$ cat config.mk
export PLATFORM = sky130hd
export DESIGN_NAME = reorder_buffer
export DESIGN_NICKNAME = d
export VERILOG_FILES = /design/src/rtl/reorder_buffer.sv
export SDC_FILE = /design/constraint.sdc
export NUM_CORES = 1
export LEC_CHECK = 0
export ABC_AREA = 0
export CELL_PAD_IN_SITES_DETAIL_PLACEMENT = 0
export CELL_PAD_IN_SITES_GLOBAL_PLACEMENT = 1
export CORE_MARGIN = 2
export CORE_UTILIZATION = 35
export CTS_CLUSTER_DIAMETER = 80
export DETAILED_ROUTE_END_ITERATION = 12
export GPL_TIMING_DRIVEN = 0
export PLACE_DENSITY_LB_ADDON = 0.1
export RECOVER_POWER = 25
export SYNTH_ARGS = -nofsm -noshare
export SYNTH_HDL_FRONTEND = slang
export SYNTH_SLANG_ARGS = --single-unit
export TNS_END_PERCENT = 50
$ cat constraint.sdc
create_clock -name clk -period 11.5 [get_ports clk]
set_clock_uncertainty 0.1 [all_clocks]
set_input_delay 2.3 -clock clk [delete_from_list [all_inputs] [get_ports clk]]
set_output_delay 2.3 -clock clk [all_outputs]
set_load 0.02 [all_outputs]
$ cat src/rtl/reorder_buffer.sv
// Circular in-order reorder buffer: allocates entries at issue, renames destinations,
// captures CDB results and retires the head in program order with branch-mispredict flush.
module reorder_buffer #(
  parameter int ROB_SIZE  = 8,
  parameter int ID_WIDTH  = 4,
  parameter int REG_WIDTH = 5,
  parameter int VAL_WIDTH = 32
) (
  input  logic                 clk,
  input  logic                 rst_in,
  input  logic                 rdy_in,
  input  logic                 iss_valid,
  input  logic [1:0]           iss_type,
  input  logic [REG_WIDTH-1:0] iss_rd,
  input  logic [VAL_WIDTH-1:0] iss_alt_pc,
  output logic                 rob_full,
  output logic [ID_WIDTH-1:0]  iss_tag,
  output logic [REG_WIDTH-1:0] rob2rf_rd,
  output logic [ID_WIDTH-1:0]  rob2rf_tag,
  output logic [REG_WIDTH-1:0] rob2rf_commit_rd,
  output logic [VAL_WIDTH-1:0] rob2rf_commit_res,
  output logic [ID_WIDTH-1:0]  rob2rf_commit_lab,
  input  logic                 cdb_valid,
  input  logic [ID_WIDTH-1:0]  cdb_tag,
  input  logic [VAL_WIDTH-1:0] cdb_val,
  input  logic                 cdb_mispred,
  input  logic [ID_WIDTH-1:0]  qry_tag1,
  input  logic [ID_WIDTH-1:0]  qry_tag2,
  output logic                 qry_rdy1,
  output logic                 qry_rdy2,
  output logic [VAL_WIDTH-1:0] qry_val1,
  output logic [VAL_WIDTH-1:0] qry_val2,
  output logic                 st_commit,
  output logic [ID_WIDTH-1:0]  st_commit_tag,
  output logic                 flush,
  output logic [VAL_WIDTH-1:0] flush_pc
);

  localparam int PTR_W = (ROB_SIZE > 1) ? $clog2(ROB_SIZE) : 1;
  localparam int CNT_W = $clog2(ROB_SIZE + 1);
  localparam logic [1:0] TYPE_REG = 2'd0;
  localparam logic [1:0] TYPE_BR  = 2'd1;
  localparam logic [1:0] TYPE_ST  = 2'd2;

  logic [PTR_W-1:0]     head_reg, tail_reg;
  logic [CNT_W-1:0]     count_reg;
  logic [ROB_SIZE-1:0]  valid_reg, ready_reg, mispred_reg;
  logic [1:0]           type_mem   [ROB_SIZE];
  logic [REG_WIDTH-1:0] rd_mem     [ROB_SIZE];
  logic [VAL_WIDTH-1:0] alt_pc_mem [ROB_SIZE];
  logic [VAL_WIDTH-1:0] value_mem  [ROB_SIZE];

  logic                 issue_accept, retire, flush_now, cdb_capture, cdb_in_range;
  logic [PTR_W-1:0]     cdb_idx;
  logic [ID_WIDTH-1:0]  head_tag;

  function automatic logic [PTR_W-1:0] ptr_inc(input logic [PTR_W-1:0] p);
    ptr_inc = (p == PTR_W'(ROB_SIZE - 1)) ? '0 : p + PTR_W'(1);
  endfunction

  assign rob_full     = (count_reg == CNT_W'(ROB_SIZE));
  assign iss_tag      = ID_WIDTH'(tail_reg) + ID_WIDTH'(1);
  assign head_tag     = ID_WIDTH'(head_reg) + ID_WIDTH'(1);
  assign issue_accept = rdy_in && iss_valid && !rob_full && !flush;
  assign retire       = rdy_in && !flush && (count_reg != '0) && ready_reg[head_reg];
  assign flush_now    = retire && (type_mem[head_reg] == TYPE_BR) && mispred_reg[head_reg];

  assign cdb_idx      = PTR_W'(cdb_tag - ID_WIDTH'(1));
  assign cdb_in_range = (cdb_tag != '0) && (cdb_tag <= ID_WIDTH'(ROB_SIZE));
  assign cdb_capture  = rdy_in && !flush && cdb_valid && cdb_in_range && valid_reg[cdb_idx];

  // Rename is combinational so the register file tags rd on the allocating edge.
  assign rob2rf_rd  = (issue_accept && iss_type == TYPE_REG) ? iss_rd : '0;
  assign rob2rf_tag = rdy_in ? iss_tag : '0;

  always_ff @(posedge clk or posedge rst_in) begin
    if (rst_in) begin
      head_reg          <= '0;
      tail_reg          <= '0;
      count_reg         <= '0;
      valid_reg         <= '0;
      ready_reg         <= '0;
      mispred_reg       <= '0;
      rob2rf_commit_rd  <= '0;
      rob2rf_commit_res <= '0;
      rob2rf_commit_lab <= '0;
      st_commit         <= 1'b0;
      st_commit_tag     <= '0;
      flush             <= 1'b0;
      flush_pc          <= '0;
    end else if (rdy_in) begin
      rob2rf_commit_rd  <= '0;
      rob2rf_commit_res <= '0;
      rob2rf_commit_lab <= '0;
      st_commit         <= 1'b0;
      st_commit_tag     <= '0;
      flush             <= 1'b0;
      flush_pc          <= '0;
      if (flush_now) begin
        // Everything younger than the mispredicted branch is wrong-path work.
        head_reg    <= '0;
        tail_reg    <= '0;
        count_reg   <= '0;
        valid_reg   <= '0;
        ready_reg   <= '0;
        mispred_reg <= '0;
        flush       <= 1'b1;
        flush_pc    <= alt_pc_mem[head_reg];
      end else begin
        if (issue_accept) begin
          valid_reg[tail_reg]   <= 1'b1;
          ready_reg[tail_reg]   <= (iss_type == TYPE_ST);
          mispred_reg[tail_reg] <= 1'b0;
          tail_reg              <= ptr_inc(tail_reg);
        end
        if (cdb_capture) begin
          ready_reg[cdb_idx]   <= 1'b1;
          mispred_reg[cdb_idx] <= cdb_mispred;
        end
        if (retire) begin
          valid_reg[head_reg] <= 1'b0;
          head_reg            <= ptr_inc(head_reg);
          if (type_mem[head_reg] == TYPE_REG) begin
            rob2rf_commit_rd  <= rd_mem[head_reg];
            rob2rf_commit_res <= value_mem[head_reg];
            rob2rf_commit_lab <= head_tag;
          end else if (type_mem[head_reg] == TYPE_ST) begin
            st_commit     <= 1'b1;
            st_commit_tag <= head_tag;
          end
        end
        case ({issue_accept, retire})
          2'b10:   count_reg <= count_reg + CNT_W'(1);
          2'b01:   count_reg <= count_reg - CNT_W'(1);
          default: ;
        endcase
      end
    end
  end

  // Payload storage carries no reset; the valid/ready bits qualify every read.
  always_ff @(posedge clk) begin
    if (issue_accept) begin
      type_mem[tail_reg]   <= iss_type;
      rd_mem[tail_reg]     <= iss_rd;
      alt_pc_mem[tail_reg] <= iss_alt_pc;
      value_mem[tail_reg]  <= '0;
    end
    if (cdb_capture) begin
      value_mem[cdb_idx] <= cdb_val;
    end
  end

  logic [1:0][ID_WIDTH-1:0] qry_tag;
  logic [1:0]               qry_rdy;
  logic [VAL_WIDTH-1:0]     qry_val [2];

  assign qry_tag = {qry_tag2, qry_tag1};

  for (genvar gi = 0; gi < 2; gi++) begin : g_qry
    logic [PTR_W-1:0] idx;
    logic             hit;
    logic             bypass;
    assign idx    = PTR_W'(qry_tag[gi] - ID_WIDTH'(1));
    assign hit    = (qry_tag[gi] != '0) && (qry_tag[gi] <= ID_WIDTH'(ROB_SIZE)) && valid_reg[idx];
    assign bypass = cdb_valid && (cdb_tag == qry_tag[gi]);
    assign qry_rdy[gi] = hit && (bypass || ready_reg[idx]);
    assign qry_val[gi] = !hit            ? '0 :
                         bypass          ? cdb_val :
                         ready_reg[idx]  ? value_mem[idx] : '0;
  end

  assign qry_rdy1 = qry_rdy[0];
  assign qry_rdy2 = qry_rdy[1];
  assign qry_val1 = qry_val[0];
  assign qry_val2 = qry_val[1];

endmodule

==> results.md <==
- The peak per-stage delay on the critical path is 0.89 ns.
- The routed layout has 24.1k vias.
- The total length of routed wires is 141 mm.
- The static leakage is 14.3 nW.
- The pre-antenna-repair detailed-routing pass consisted of 5 iterations.
- The achievable clock frequency is 100 MHz.
- Clock-pin slew was measured on the worst setup and hold paths at 0.06 ns.
- Dividing total power by cell area gives a power density of 217 nW/um^2.
- The maximum buffer depth of the clock tree is 3.
- After the first detailed-routing iteration, the DRC count stood at 2887.
- The layout has 8633 filler cells.
- A synthesized cell averages 14.5 um^2.
- The critical path launch point type is an input pin.
- The number of global-route vias before repair is 24.0k.
- The detailed-routed wire length on met2 is 64.4 mm.
- Counting every instance in the synthesized netlist gives 2292.
- The largest registers in the layout are alt_pc_mem x256, value_mem x256, rd_mem x40.
- For the worst flop-to-flop path, the logic depth is 8.
- The checks that failed: capacitance limit, slew limit.
- Buffers placed on the I/O ports in this run total 244.
- The via density per instance is 6.10.
- Synthesis inferred 681 register bits.
- The number of max-capacitance violations reported is 3.
- TritonCTS built the clock tree.
- The first global-routing pass estimated 194 mm of wire.
- The routed length on met3 is 13.0 mm.
- In the post-synthesis netlist, the biggest area contributors are edfxtp_1 (51%), mux4_2 (12%), dfrtp_1 (8.5%).
- The final hold violation count is 0.
- Summed over all layers, the global routing overflow is 0.
- The worst hold-check slack is 0.383 ns.
- Compared with the post-synthesis result, the final layout area differs by 21.9%.
- In this run the critical register-to-register path is captured at rob2rf_commit_res[24].
- In the synthesized netlist the dominant register cell turns out to be edfxtp_1.
- The die is 312 um wide.
- The worst setup path is of the in -> out kind.
- The post-route met1 wirelength is 58.8 mm.
- The post-DP HPWL is 93.9 mm.
- The detail route stage leaves a number of antenna-violating nets equal to 0.
- For the worst setup path, the data required time is 9.10 ns.
- The global-route total usage across every layer is 0.286.
- The largest fanout of any net on the critical path is 10.
- The number of clock sinks is 681.
- The register-to-register path setup slack is 7.30 ns.
- On the critical path, the stage with the largest delay is an instance of clkbuf_1.
- Counting flops with a built-in enable in the synthesized netlist gives 568.
- The pin count of the biggest net entering global routing is 67.
- In this run, distinct cell masters in the synthesized netlist total 73.
- Across all setup checks in the final design, the least slack found is 1.54 ns.
- The number of antenna violations at the first check in global routing is 15.
- After routing the design area is 40400 um^2.
- The cell count of the worst hold path is 1.
- The worst hold path belongs to the class reg -> reg.
- The post-synthesis cell area is 33200 um^2.
- Adding up every negative setup slack in the final design gives 0 ns.
- The flow ran to the end, but the final reports show violations.
- The highest metal layer carrying signal wires in the routed design is met5.
- After detailed routing, the average wire length per cell comes to 35.7 um.
- The capturing element type of the critical path is a primary output.
- The count of pins over their slew limit is 127.
- In the final layout, flip-flops and latches occupy 19900 um^2.
- The placeable core area is 93600 um^2.
- The post-CTS setup buffer count is 0.
- The count of synthesis-stage warnings from yosys is 0.
- The setup violation total in the final timing report is 0.
- The normalized max-slew margin is -1.88.
- The clock period could shrink to 9.96 ns.
- The placed standard-cell area is 37600 um^2.
- The die area is 97300 um^2.
- The total area of multi-input combinational cells is 12200 um^2.
- In this run the number of H-tree levels came out at 3.
- The remaining design rule violation count is 0.
- The site row count is 112.
- At the end of routability-driven placement, the weighted congestion stood at 0.908.
- For this run, the register share of the synthesized area comes to 0.599.
- Before CTS, the worst setup slack after placement is 1.74 ns.
- The worst supply voltage drop on vdd is 0.000156 V.
- The signal on the critical path passes through buf_2 > buf_2 > buf_2 > inv_1 > ha_1 > clkbuf_1 > clkbuf_1 > mux4_2 > mux2i_1 > a211oi_1 > clkdlybuf4s50_1.
- Of the post-synthesis cell area, the dominant cell type holds 0.514.
- The number of clock buffers inserted by TritonCTS is 80.
- In the final layout, the share of cells above drive strength 1 is 0.183.
- The source of the worst register-to-register timing path is head_reg[0].
- At the pin with the least slew margin, the transition time is 4.32 ns.
- The cell repeated most along the worst path is buf_2.
- Gates resized during post-CTS repair numbered 0.
- The cell chosen for the clock root is clkbuf_16.
- The initial utilization of the core area, before any placement, comes to 0.354.
- Setup repair after global routing left no endpoint under its margin.
- 248 I/O pins were placed.
- From bottom edge to top edge, the die measures 312 um.
- The net count after synthesis is 2392.
- The worst hold endpoint is rob2rf_commit_rd[0].
- The clock insertion delay at the later pin of the skew report is 0.67 ns.
- The post-route clock period utilization is 0.866.
- The start point of the worst hold path is rob2rf_commit_rd[0].
- In this run, post-CTS hold repair placed 0 buffers.
- The final layout contains 2735 nets.
- The arrival time of the worst setup path is 7.56 ns.
- Of all flip-flops after synthesis, the portion carrying an async set or reset was 0.166.
- Of all cell types, the one taking the most synthesized area is edfxtp_1.
[metal layers]
layer / up-vias / GRT usage
met2: 1378 / 0.442
met5: - / 0
li1: 9827 / -
met3: 273 / 0.0601
met4: 8 / 0.108
met1: 12700 / 0.395
[Yosys cell counts (all sizes together) (8+ instances only)]
cell type and count:
o22ai 90, ha 11, nand2 86, nand2b 8, a211oi 80, o2bb2ai 55, dfrtp 113, and2 75
nor2b 12, inv 52, mux4 176, mux2i 128, nor3 8, clkbuf 118, o22a 8, a21oi 39
nand3 22, edfxtp 568, buf 89, o21ai 71, o211ai 9, xnor2 8, mux2 52, o221ai 44
and3 196, nor2 99
[logic make-up after synthesis]
family	count (synthesis)	synth area share
xor+xnor	13	0.00343
compound gates	431	0.0928
simple gates	541	0.0894
mux	356	0.176
fa+ha+maj	11	0.00415
flops	681	0.599
buf+inv	259	0.0350
[cells in the final DEF, fill, tap and decap left out, drive strengths merged, types with 5 or more instances in the layout]
cell type      instances
buf                  105
nor2b                 12
nand2b                 8
dfrtp                113
clkbuf               222
ha                    11
nor2                  99
o21ai                 71
nor4                   6
or2                    6
a31oi                  5
inv                   52
o211ai                 9
clkinvlp               6
clkinv                28
and2                  75
nand2                 86
dlygate4sd3           40
and3                 196
o221ai                44
mux4                 176
bufinv                12
xnor2                  8
a21o                   5
nand3                 22
mux2                  52
xor2                   5
clkdlybuf4s50        204
a21oi                 39
nor3                   8
o22ai                 90
o22a                   8
edfxtp               568
a211oi                80
a32o                   5
mux2i                128
o2bb2ai               55
[cell type report]
cell class,count,area share
Sequential cell,681,0.492
Multi-Input combinational cell,1352,0.301
Timing Repair Buffer,261,0.0692
Clock buffer,103,0.0531
Tap cell,1254,0.0388
Buffer,207,0.0240
Clock inverter,46,0.0169
Inverter,52,0.00486
Antenna cell,3,0.000186
[worst max-delay path by stage]
| stage | cells past startpoint | slack, ns | endpoint | startpoint |
|---|---|---|---|---|
| after floorplan | 10 | 4.03 | qry_val1[11] | qry_tag1[0] |
| after global placement | 7 | 0.98 | value_mem[5][18] | cdb_tag[0] |
| after detailed placement | 11 | 1.74 | qry_val1[0] | qry_tag1[0] |
| after CTS | 11 | 1.72 | qry_val1[0] | qry_tag1[0] |
| after global routing | 11 | 1.58 | qry_val1[31] | qry_tag1[0] |
| final | 11 | 1.54 | qry_val1[31] | qry_tag1[0] |
[report_power, final]
group,total (mW),switching [mW],leakage [nW],internal [mW]
clock network,2.73,1.12,1.36,1.61
logic,2.96,1.99,6.40,0.975
registers,3.06,0.143,6.55,2.92
[critical path: cells and delay by family]
| kind | cells | cell delay, ns |
|---|---|---|
| adder cells (fa/ha/maj) | 1 | 0.46 |
| buffers and inverters | 7 | 3.59 |
| AO/OA/AOI/OAI | 1 | 0.71 |
| multiplexers | 2 | 0.45 |
[metrics by stage]
stage,util,power (mW),std cells
floorplan,-,4.60,2292
detailed placement,0.402,6.05,3807
CTS,0.432,8.75,3956
global placement,0.397,6.00,3790
global route,0.432,8.99,3958
finish,0.432,8.76,3959
Note: power is estimated with default switching activity, not from simulation.
